[src/rtl/lc4_mem_pkg.sv]
// Shared data-memory types and default geometry for the LC4 memory system.
// Used by lc4_memory, lc4_processor and the d-side arbiter.
package lc4_mem_pkg;

  localparam int WORD_SIZE_DEF = 256;
  localparam int ADDR_BITS_DEF = 3;

  typedef enum logic {
    ARB_PROC_PRI    = 1'b0,
    ARB_HOST_FORCED = 1'b1
  } arb_state_e;

  typedef enum logic {
    OWN_PROC = 1'b0,
    OWN_HOST = 1'b1
  } owner_e;

endpackage

[src/rtl/lc4_arb_wait_ctr.sv]
// Saturating host wait counter, advanced only on gwe cycles.
// expired flags that the count being loaded this cycle reaches MAX_WAIT.
module lc4_arb_wait_ctr #(
  parameter int MAX_WAIT = 4,
  parameter int CW       = 3
) (
  input  logic clk,
  input  logic rst,
  input  logic en,
  input  logic inc,
  input  logic clr,
  output logic expired
);

  localparam logic [CW-1:0] MAX_C = CW'(MAX_WAIT);

  logic [CW-1:0] count_q, count_d;

  always_comb begin
    count_d = count_q;
    if (en) begin
      if (clr) begin
        count_d = '0;
      end else if (inc && (count_q != MAX_C)) begin
        count_d = count_q + CW'(1);
      end
    end
  end

  assign expired = (count_d == MAX_C);

  always_ff @(posedge clk) begin
    if (rst) begin
      count_q <= '0;
    end else begin
      count_q <= count_d;
    end
  end

endmodule

[src/rtl/lc4_dmem_arbiter.sv]
// Shares the data-memory port between the processor (priority) and a host
// agent; a bounded wait forces one host access after MAX_WAIT denials.
module lc4_dmem_arbiter
  import lc4_mem_pkg::*;
#(
  parameter int WORD_SIZE = WORD_SIZE_DEF,
  parameter int ADDR_BITS = ADDR_BITS_DEF,
  parameter int MAX_WAIT  = 4
) (
  input  logic                 clk,
  input  logic                 rst,
  input  logic                 gwe,
  input  logic                 p_req,
  input  logic                 p_we,
  input  logic [ADDR_BITS-1:0] p_addr,
  input  logic [WORD_SIZE-1:0] p_wdata,
  output logic                 p_gnt,
  output logic                 p_stall,
  output logic                 p_rvalid,
  output logic [WORD_SIZE-1:0] p_rdata,
  input  logic                 h_req,
  input  logic                 h_we,
  input  logic [ADDR_BITS-1:0] h_addr,
  input  logic [WORD_SIZE-1:0] h_wdata,
  output logic                 h_gnt,
  output logic                 h_rvalid,
  output logic [WORD_SIZE-1:0] h_rdata,
  output logic [ADDR_BITS-1:0] mem_raddr,
  output logic [ADDR_BITS-1:0] mem_waddr,
  output logic [WORD_SIZE-1:0] mem_wdata,
  output logic                 mem_we,
  input  logic [WORD_SIZE-1:0] mem_rdata
);

  localparam int CW = $clog2(MAX_WAIT + 1);

  if (MAX_WAIT < 1 || MAX_WAIT > 15) begin : g_bad_max_wait
    $error("lc4_dmem_arbiter: MAX_WAIT must be within 1..15");
  end

  arb_state_e state_q, state_d;
  logic       rd_valid_q, rd_valid_d;
  owner_e     rd_owner_q, rd_owner_d;
  logic       forced;
  logic       expired;
  logic       rd_fire;

  assign forced  = (state_q == ARB_HOST_FORCED);
  assign p_stall = forced & h_req;

  always_comb begin
    p_gnt = 1'b0;
    h_gnt = 1'b0;
    if (gwe) begin
      if (forced) begin
        h_gnt = h_req;
      end else begin
        p_gnt = p_req;
        h_gnt = h_req & ~p_req;
      end
    end
  end

  always_comb begin
    mem_raddr = '0;
    mem_waddr = '0;
    mem_wdata = '0;
    mem_we    = 1'b0;
    if (p_gnt) begin
      mem_raddr = p_addr;
      mem_waddr = p_addr;
      mem_wdata = p_wdata;
      mem_we    = p_we;
    end else if (h_gnt) begin
      mem_raddr = h_addr;
      mem_waddr = h_addr;
      mem_wdata = h_wdata;
      mem_we    = h_we;
    end
  end

  lc4_arb_wait_ctr #(
    .MAX_WAIT (MAX_WAIT),
    .CW       (CW)
  ) u_wait_ctr (
    .clk     (clk),
    .rst     (rst),
    .en      (gwe),
    .inc     (h_req & ~h_gnt),
    .clr     (h_gnt | ~h_req),
    .expired (expired)
  );

  // A forced gwe cycle always ends with either the host grant or h_req low,
  // so the forced state never lasts more than one gwe cycle.
  always_comb begin
    state_d    = state_q;
    rd_valid_d = rd_valid_q;
    rd_owner_d = rd_owner_q;
    if (gwe) begin
      if (forced) begin
        state_d = ARB_PROC_PRI;
      end else if (expired) begin
        state_d = ARB_HOST_FORCED;
      end
      rd_valid_d = (p_gnt & ~p_we) | (h_gnt & ~h_we);
      rd_owner_d = h_gnt ? OWN_HOST : OWN_PROC;
    end
  end

  always_ff @(posedge clk) begin
    if (rst) begin
      state_q    <= ARB_PROC_PRI;
      rd_valid_q <= 1'b0;
      rd_owner_q <= OWN_PROC;
    end else begin
      state_q    <= state_d;
      rd_valid_q <= rd_valid_d;
      rd_owner_q <= rd_owner_d;
    end
  end

  // A pending read is dropped if reset arrives in the cycle it would return.
  assign rd_fire  = rd_valid_q & gwe & ~rst;
  assign p_rvalid = rd_fire & (rd_owner_q == OWN_PROC);
  assign h_rvalid = rd_fire & (rd_owner_q == OWN_HOST);
  assign p_rdata  = p_rvalid ? mem_rdata : '0;
  assign h_rdata  = h_rvalid ? mem_rdata : '0;

endmodule

[config.mk]
export PLATFORM = sky130hd
export DESIGN_NAME = lc4_dmem_arbiter
export DESIGN_NICKNAME = d
export VERILOG_FILES = /design/src/rtl/lc4_mem_pkg.sv /design/src/rtl/lc4_arb_wait_ctr.sv /design/src/rtl/lc4_dmem_arbiter.sv
export SDC_FILE = /design/constraint.sdc
export NUM_CORES = 1
export LEC_CHECK = 0
export CORE_AREA = 2 2 607 609
export CTS_BUF_LIST = sky130_fd_sc_hd__clkbuf_4
export DETAILED_ROUTE_END_ITERATION = 12
export DIE_AREA = 0 0 609 611
export PLACE_DENSITY = 0.3
export SYNTH_ARGS = -nofsm -noshare
export SYNTH_HDL_FRONTEND = slang
export SYNTH_SLANG_ARGS = --single-unit
[constraint.sdc]
create_clock -name clk -period 2.32 [get_ports clk]
set_input_delay 0.464 -clock clk [delete_from_list [all_inputs] [get_ports clk]]
set_output_delay 0.464 -clock clk [all_outputs]
set_load 0.02 [all_outputs]
Word-level counts from Yosys, hierarchy flattened
Cells that the tools add are included.

storage, ports and cells
  input port bits = 781
  logic and storage cells = 44
  memory bits (writable) = 0
  output and inout bits = 780
  memories kept = 0
  register bits after elaboration = 6
  memory bits (read-only) = 0
  latch bits = 0

operators by class
  reductions and logical operators = 1
  mux-type cells = 18
  eq/ne operators = 2
  $add $sub $neg = 1
  magnitude comparators = 0
  $mul = 0
  div/mod/pow operators = 0
  shift operators = 0
  bitwise gates (word level) = 18

operators with widths
  kind                                                            count
  256-bit two-way mux                                             4
  3-bit two-way mux                                               5
  1-bit AND                                                       9
  1-bit two-way mux                                               9
  1-bit inverter                                                  7
  3-bit by 1-bit adder with 3-bit output (second input constant)  1
  3-bit == test (second input constant)                           1
  3-bit inequality test (second input constant)                   1
  1-bit OR                                                        2
  1-bit logical AND                                               1

Depth between registers and ports, before layout
  depth in word-level cells = 13
  gate-level depth with buffers = 6
  depth with buffers taken out = 5

By module
From an unflattened synthesis, not the netlist that was laid out.

second synthesis, totals
  cells, all modules = 933
  area, all modules = 6531.3 µm²

modules (own cells, without submodules)
  module            times used  area an instance (µm²)  seq. area each (µm²)  cells each
  lc4_dmem_arbiter  1           6322.3                  60.1                  910
  lc4_arb_wait_ctr  1           209.0                   60.1                  23

Least setup slack after synthesis
OpenSTA, ideal clock, no wires.

  path kind = in2out
  start point = input port gwe
  end point = output port mem_waddr[0]
  data arrival time = 1.584 ns
  path slack = 0.272 ns
  path buffers = 4
  stages on the path = 6
  data required time = 1.856 ns
  cell sequence = buf_4 > and3b_1 > buf_6 > buf_2 > a22o_1 > buf_4

on the way
  elaborated cells between the ends (all ways) = 4
  those cells by class = mux: 4

RTL lines
  what               line                    source
  start, declared    lc4_dmem_arbiter.sv:12  input logic gwe,
  1-bit two-way mux  lc4_dmem_arbiter.sv:54  if (gwe) begin
  via p_gnt          lc4_dmem_arbiter.sv:17  output logic p_gnt,
  3-bit two-way mux  -
  end, declared      lc4_dmem_arbiter.sv:29  output logic [ADDR_BITS-1:0] mem_waddr,

The timed path passes the listed nets, and every way through them passes these cells.

Final worst setup path
  start point = input port p_req
  end point = output port mem_wdata[151]

on the way
  cells in the longest elaborated chain, start to end = 6
  elaborated cells between the ends (all ways) = 8
  those cells by class = mux: 6; bitwise: 2

ends and longest elaborated chain
  what                     line                    source
  start, declared          lc4_dmem_arbiter.sv:13  input logic p_req,
  1-bit inverter           lc4_dmem_arbiter.sv:59  h_gnt = h_req & ~p_req;
  1-bit AND                lc4_dmem_arbiter.sv:59
  1-bit two-way mux        lc4_dmem_arbiter.sv:55  if (forced) begin
  1-bit two-way mux        lc4_dmem_arbiter.sv:54
  256-bit two-way mux      lc4_dmem_arbiter.sv:74  end else if (h_gnt) begin
  256-bit two-way mux (*)  lc4_dmem_arbiter.sv:69  if (p_gnt) begin
  end, declared            lc4_dmem_arbiter.sv:30  output logic [WORD_SIZE-1:0] mem_wdata,

Every way passes the cells marked *; elsewhere a longest branch is shown, timed or not.

==> results.sh <==
export IMPL_cp_top_family="buffers and inverters"
export IMPL_area_growth_pct=494
export IMPL_nFillCells=42100
export IMPL_numCtsBuffers=3
export IMPL_maxSlewViolCount=0
export IMPL_clock_fmax_mhz=412
export IMPL_peakVddDrop_uv=72.0
export IMPL_synth_cells=934
export IMPL_yosys_cell_types_count=32
export IMPL_setup_viol=174
export IMPL_synth_seq_area_share=0.0185
export IMPL_pwr_density_cell_mw_per_mm2=155
export IMPL_io_buffers=1560
export IMPL_wire_per_inst_um=41.1
export IMPL_synth_seq_cells=6
export IMPL_clk_insertion_delay_late_ps=250
export IMPL_cap_violations=0
export IMPL_syn_num_nets=1717
export IMPL_tritoncts="yes"
export IMPL_syn_avg_cell_area_um2=6.96
export IMPL_drt_wl_total_um=311000
export IMPL_vias=16800
export IMPL_fp_dieW_um=609
export IMPL_synthFlopType="dfxtp_1"
export IMPL_fin_nets=3497
export IMPL_initial_core_util=0.0178
export IMPL_clock_path_buffers=2
export IMPL_status="complete, but fails checks"
export IMPL_rsz0062_at_grt="true"
export IMPL_via_per_inst=2.22
export IMPL_critPathKind="in -> out"
export IMPL_antenna_found_initial=276
export IMPL_io_pins=1561
export IMPL_period_minus_slack_ps=2430
export IMPL_finalSetupTns_ps=-8160
export IMPL_cp_arrival_ps=1960
export IMPL_grtUsageTotal=0.158
export IMPL_worstMarginPinSlew_ps=748
export IMPL_core_mm2=0.365
export IMPL_finalNonFillerCells=7572
export IMPL_htreeDepth=1
export IMPL_crit_required_ps=1860
export IMPL_skew_ps=2.39
export IMPL_hold_viol_final=0
export IMPL_die_area_mm2=0.372
export IMPL_die_h_um=611
export IMPL_violations="setup timing"
export IMPL_min_period_over_period=1.05
export IMPL_rows=222
export IMPL_cp_cell_sequence="buf_8, buf_6, and3b_4, buf_16, buf_12, clkbuf_16, buf_16, a22o_4, buf_12"
export IMPL_place_inst=7430
export IMPL_slowest_delay_ps=260
export IMPL_hpwl_um=283000
export IMPL_max_slew_margin=0.502
export IMPL_worstPathMaxFanout=7
export IMPL_grt_overflow=0
export IMPL_p_leak_uw=0.0150
export IMPL_synth_edff_count=0
export IMPL_ys_warnings_count=0
export IMPL_holdWs_ps=494
export IMPL_firstDrtPassIters=5
export IMPL_grt_first_pass_wirelength_um=344000
export IMPL_grt_pass1_vias=16300
export IMPL_cts_root_buf="clkbuf_4"
export IMPL_end_kind="output pin"
export IMPL_cp_slowest_cell="a22o_4"
export IMPL_ant_nets=0
export IMPL_path_clk_slew_ps=50
export IMPL_drive_gt1_frac=0.563
export IMPL_cp_start_kind="primary input"
export IMPL_hold_class="reg -> reg"
export IMPL_worst_path_buf_inv=7
export IMPL_grt_max_degree=53
export IMPL_setup_ws_ps=-107
export IMPL_async_flop_share=0
export IMPL_syn_area_mm2=0.00650
export IMPL_utilization=0.106
export IMPL_drtIter0Drc=835
export IMPL_drcViolationCount=0
export IMPL_cts_sink_count=6
export IMPL_gp_congestion=0.925
[flip-flops by register name, indices dropped and copies added, names as in the netlist]
| register | flops |
|---|---|
| forced | 1 |
| rd_owner_q | 1 |
| u_wait_ctr.count_q | 3 |
| rd_valid_q | 1 |
[synthesized netlist by cell type, types with 2 or more instances]
| cell type | n | area, µm² |
|---|---|---|
| a21oi_1 | 3 | 15.0 |
| clkbuf_2 | 48 | 240 |
| nand2_1 | 4 | 15.0 |
| buf_2 | 44 | 220 |
| dfxtp_1 | 6 | 120 |
| and2_1 | 513 | 3210 |
| inv_1 | 5 | 18.8 |
| a22o_1 | 260 | 2280 |
| buf_6 | 3 | 33.8 |
| nand3_1 | 2 | 10.0 |
| clkbuf_1 | 9 | 33.8 |
| ha_1 | 2 | 25.0 |
| and3b_1 | 2 | 17.5 |
| buf_4 | 14 | 105 |
| nand2b_1 | 2 | 12.5 |
[layout make-up]
class / instances / area (µm²) / area share
Antenna cell: 44 / 110 / 0.00285
Clock buffer: 3 / 22.5 / 0.000583
Inverter: 6 / 38.8 / 0.00100
Multi-Input combinational cell: 804 / 7830 / 0.203
Sequential cell: 6 / 126 / 0.00327
Tap cell: 4816 / 6030 / 0.156
Timing Repair Buffer: 1892 / 24400 / 0.633
Timing Repair inverter: 1 / 30.0 / 0.000778
[worst reg2reg max path: cells and delay by family (launching register included)]
kind | cells | cell delay [ps]
compound gates | 2 | 200
buf+inv | 5 | 770
flops | 1 | 330
simple gates | 1 | 350
[path summary, 6_finish.rpt]
| path | start | to | slack (ps) | depth (start not counted) |
|---|---|---|---|---|
| setup / recovery | p_req | mem_wdata[151] | -110 | 9 |
| hold / removal | rd_owner_q | rd_owner_q | 490 | 2 |
| setup reg to reg | forced | rd_valid_q | 600 | 8 |
| hold reg to reg | rd_owner_q | rd_owner_q | 490 | 2 |
[stage by stage]
stage                     total power [µW]  worst slack, ps  cell area [µm²]
final                                 5990             -107            38600
after global routing                  6240             -168            38500
after CTS                             5930             -184            37200
after detailed placement              5320            -1660            34700
after global placement                5350            -1640            34700
after floorplan                       1030              272             6500
[cells in the final DEF, fill, tap and decap left out, types with 40 or more instances in the layout]
cell             synthesis  final
buf_12                   0    519
clkdlybuf4s50_1          0    775
a22o_1                 260     86
diode_2                  0     44
buf_4                   14    214
clkbuf_2                48     47
and2_4                   0    223
a22o_4                   0    171
and2_1                 513    288
buf_2                   44     94
buf_16                   0     40
buf_6                    3    138
[kinds of logic after synthesis]
logic type	share of synthesized area
flops	0.0185
buf+inv	0.101
compound gates	0.364
fa+ha+maj	0.00385
simple gates	0.513
[where the power goes]
part | switching (µW) | leakage, µW | total [µW] | internal (µW)
registers | 3.37 | 0.0000503 | 109 | 105
clock network | 43.0 | 0.0000141 | 102 | 58.9
logic | 2670 | 0.0150 | 5780 | 3110
total | 2710 | 0.0150 | 5990 | 3270
[layer usage]
metal	vias to the layer above	wire [µm]	part of all wire	global-route usage
met2	1110	169000	0.54	0.307
met5	-	782	0.0025	0
met4	122	4620	0.015	0.0177
met3	424	24900	0.080	0.0543
met1	8258	112000	0.36	0.165
li1	6927	-	-	-
[timing repair]
| action | CTS | global route |
|---|---|---|
| buffers inserted | 71 | 32 |
| gates resized for setup | 1064 | 590 |
| pin swaps | 72 | 144 |
| endpoints found under the setup margin | 780 | 716 |
| cloned | 33 | 38 |
| hold buffers | 0 | 0 |
Power figures use the tool's default switching activity.
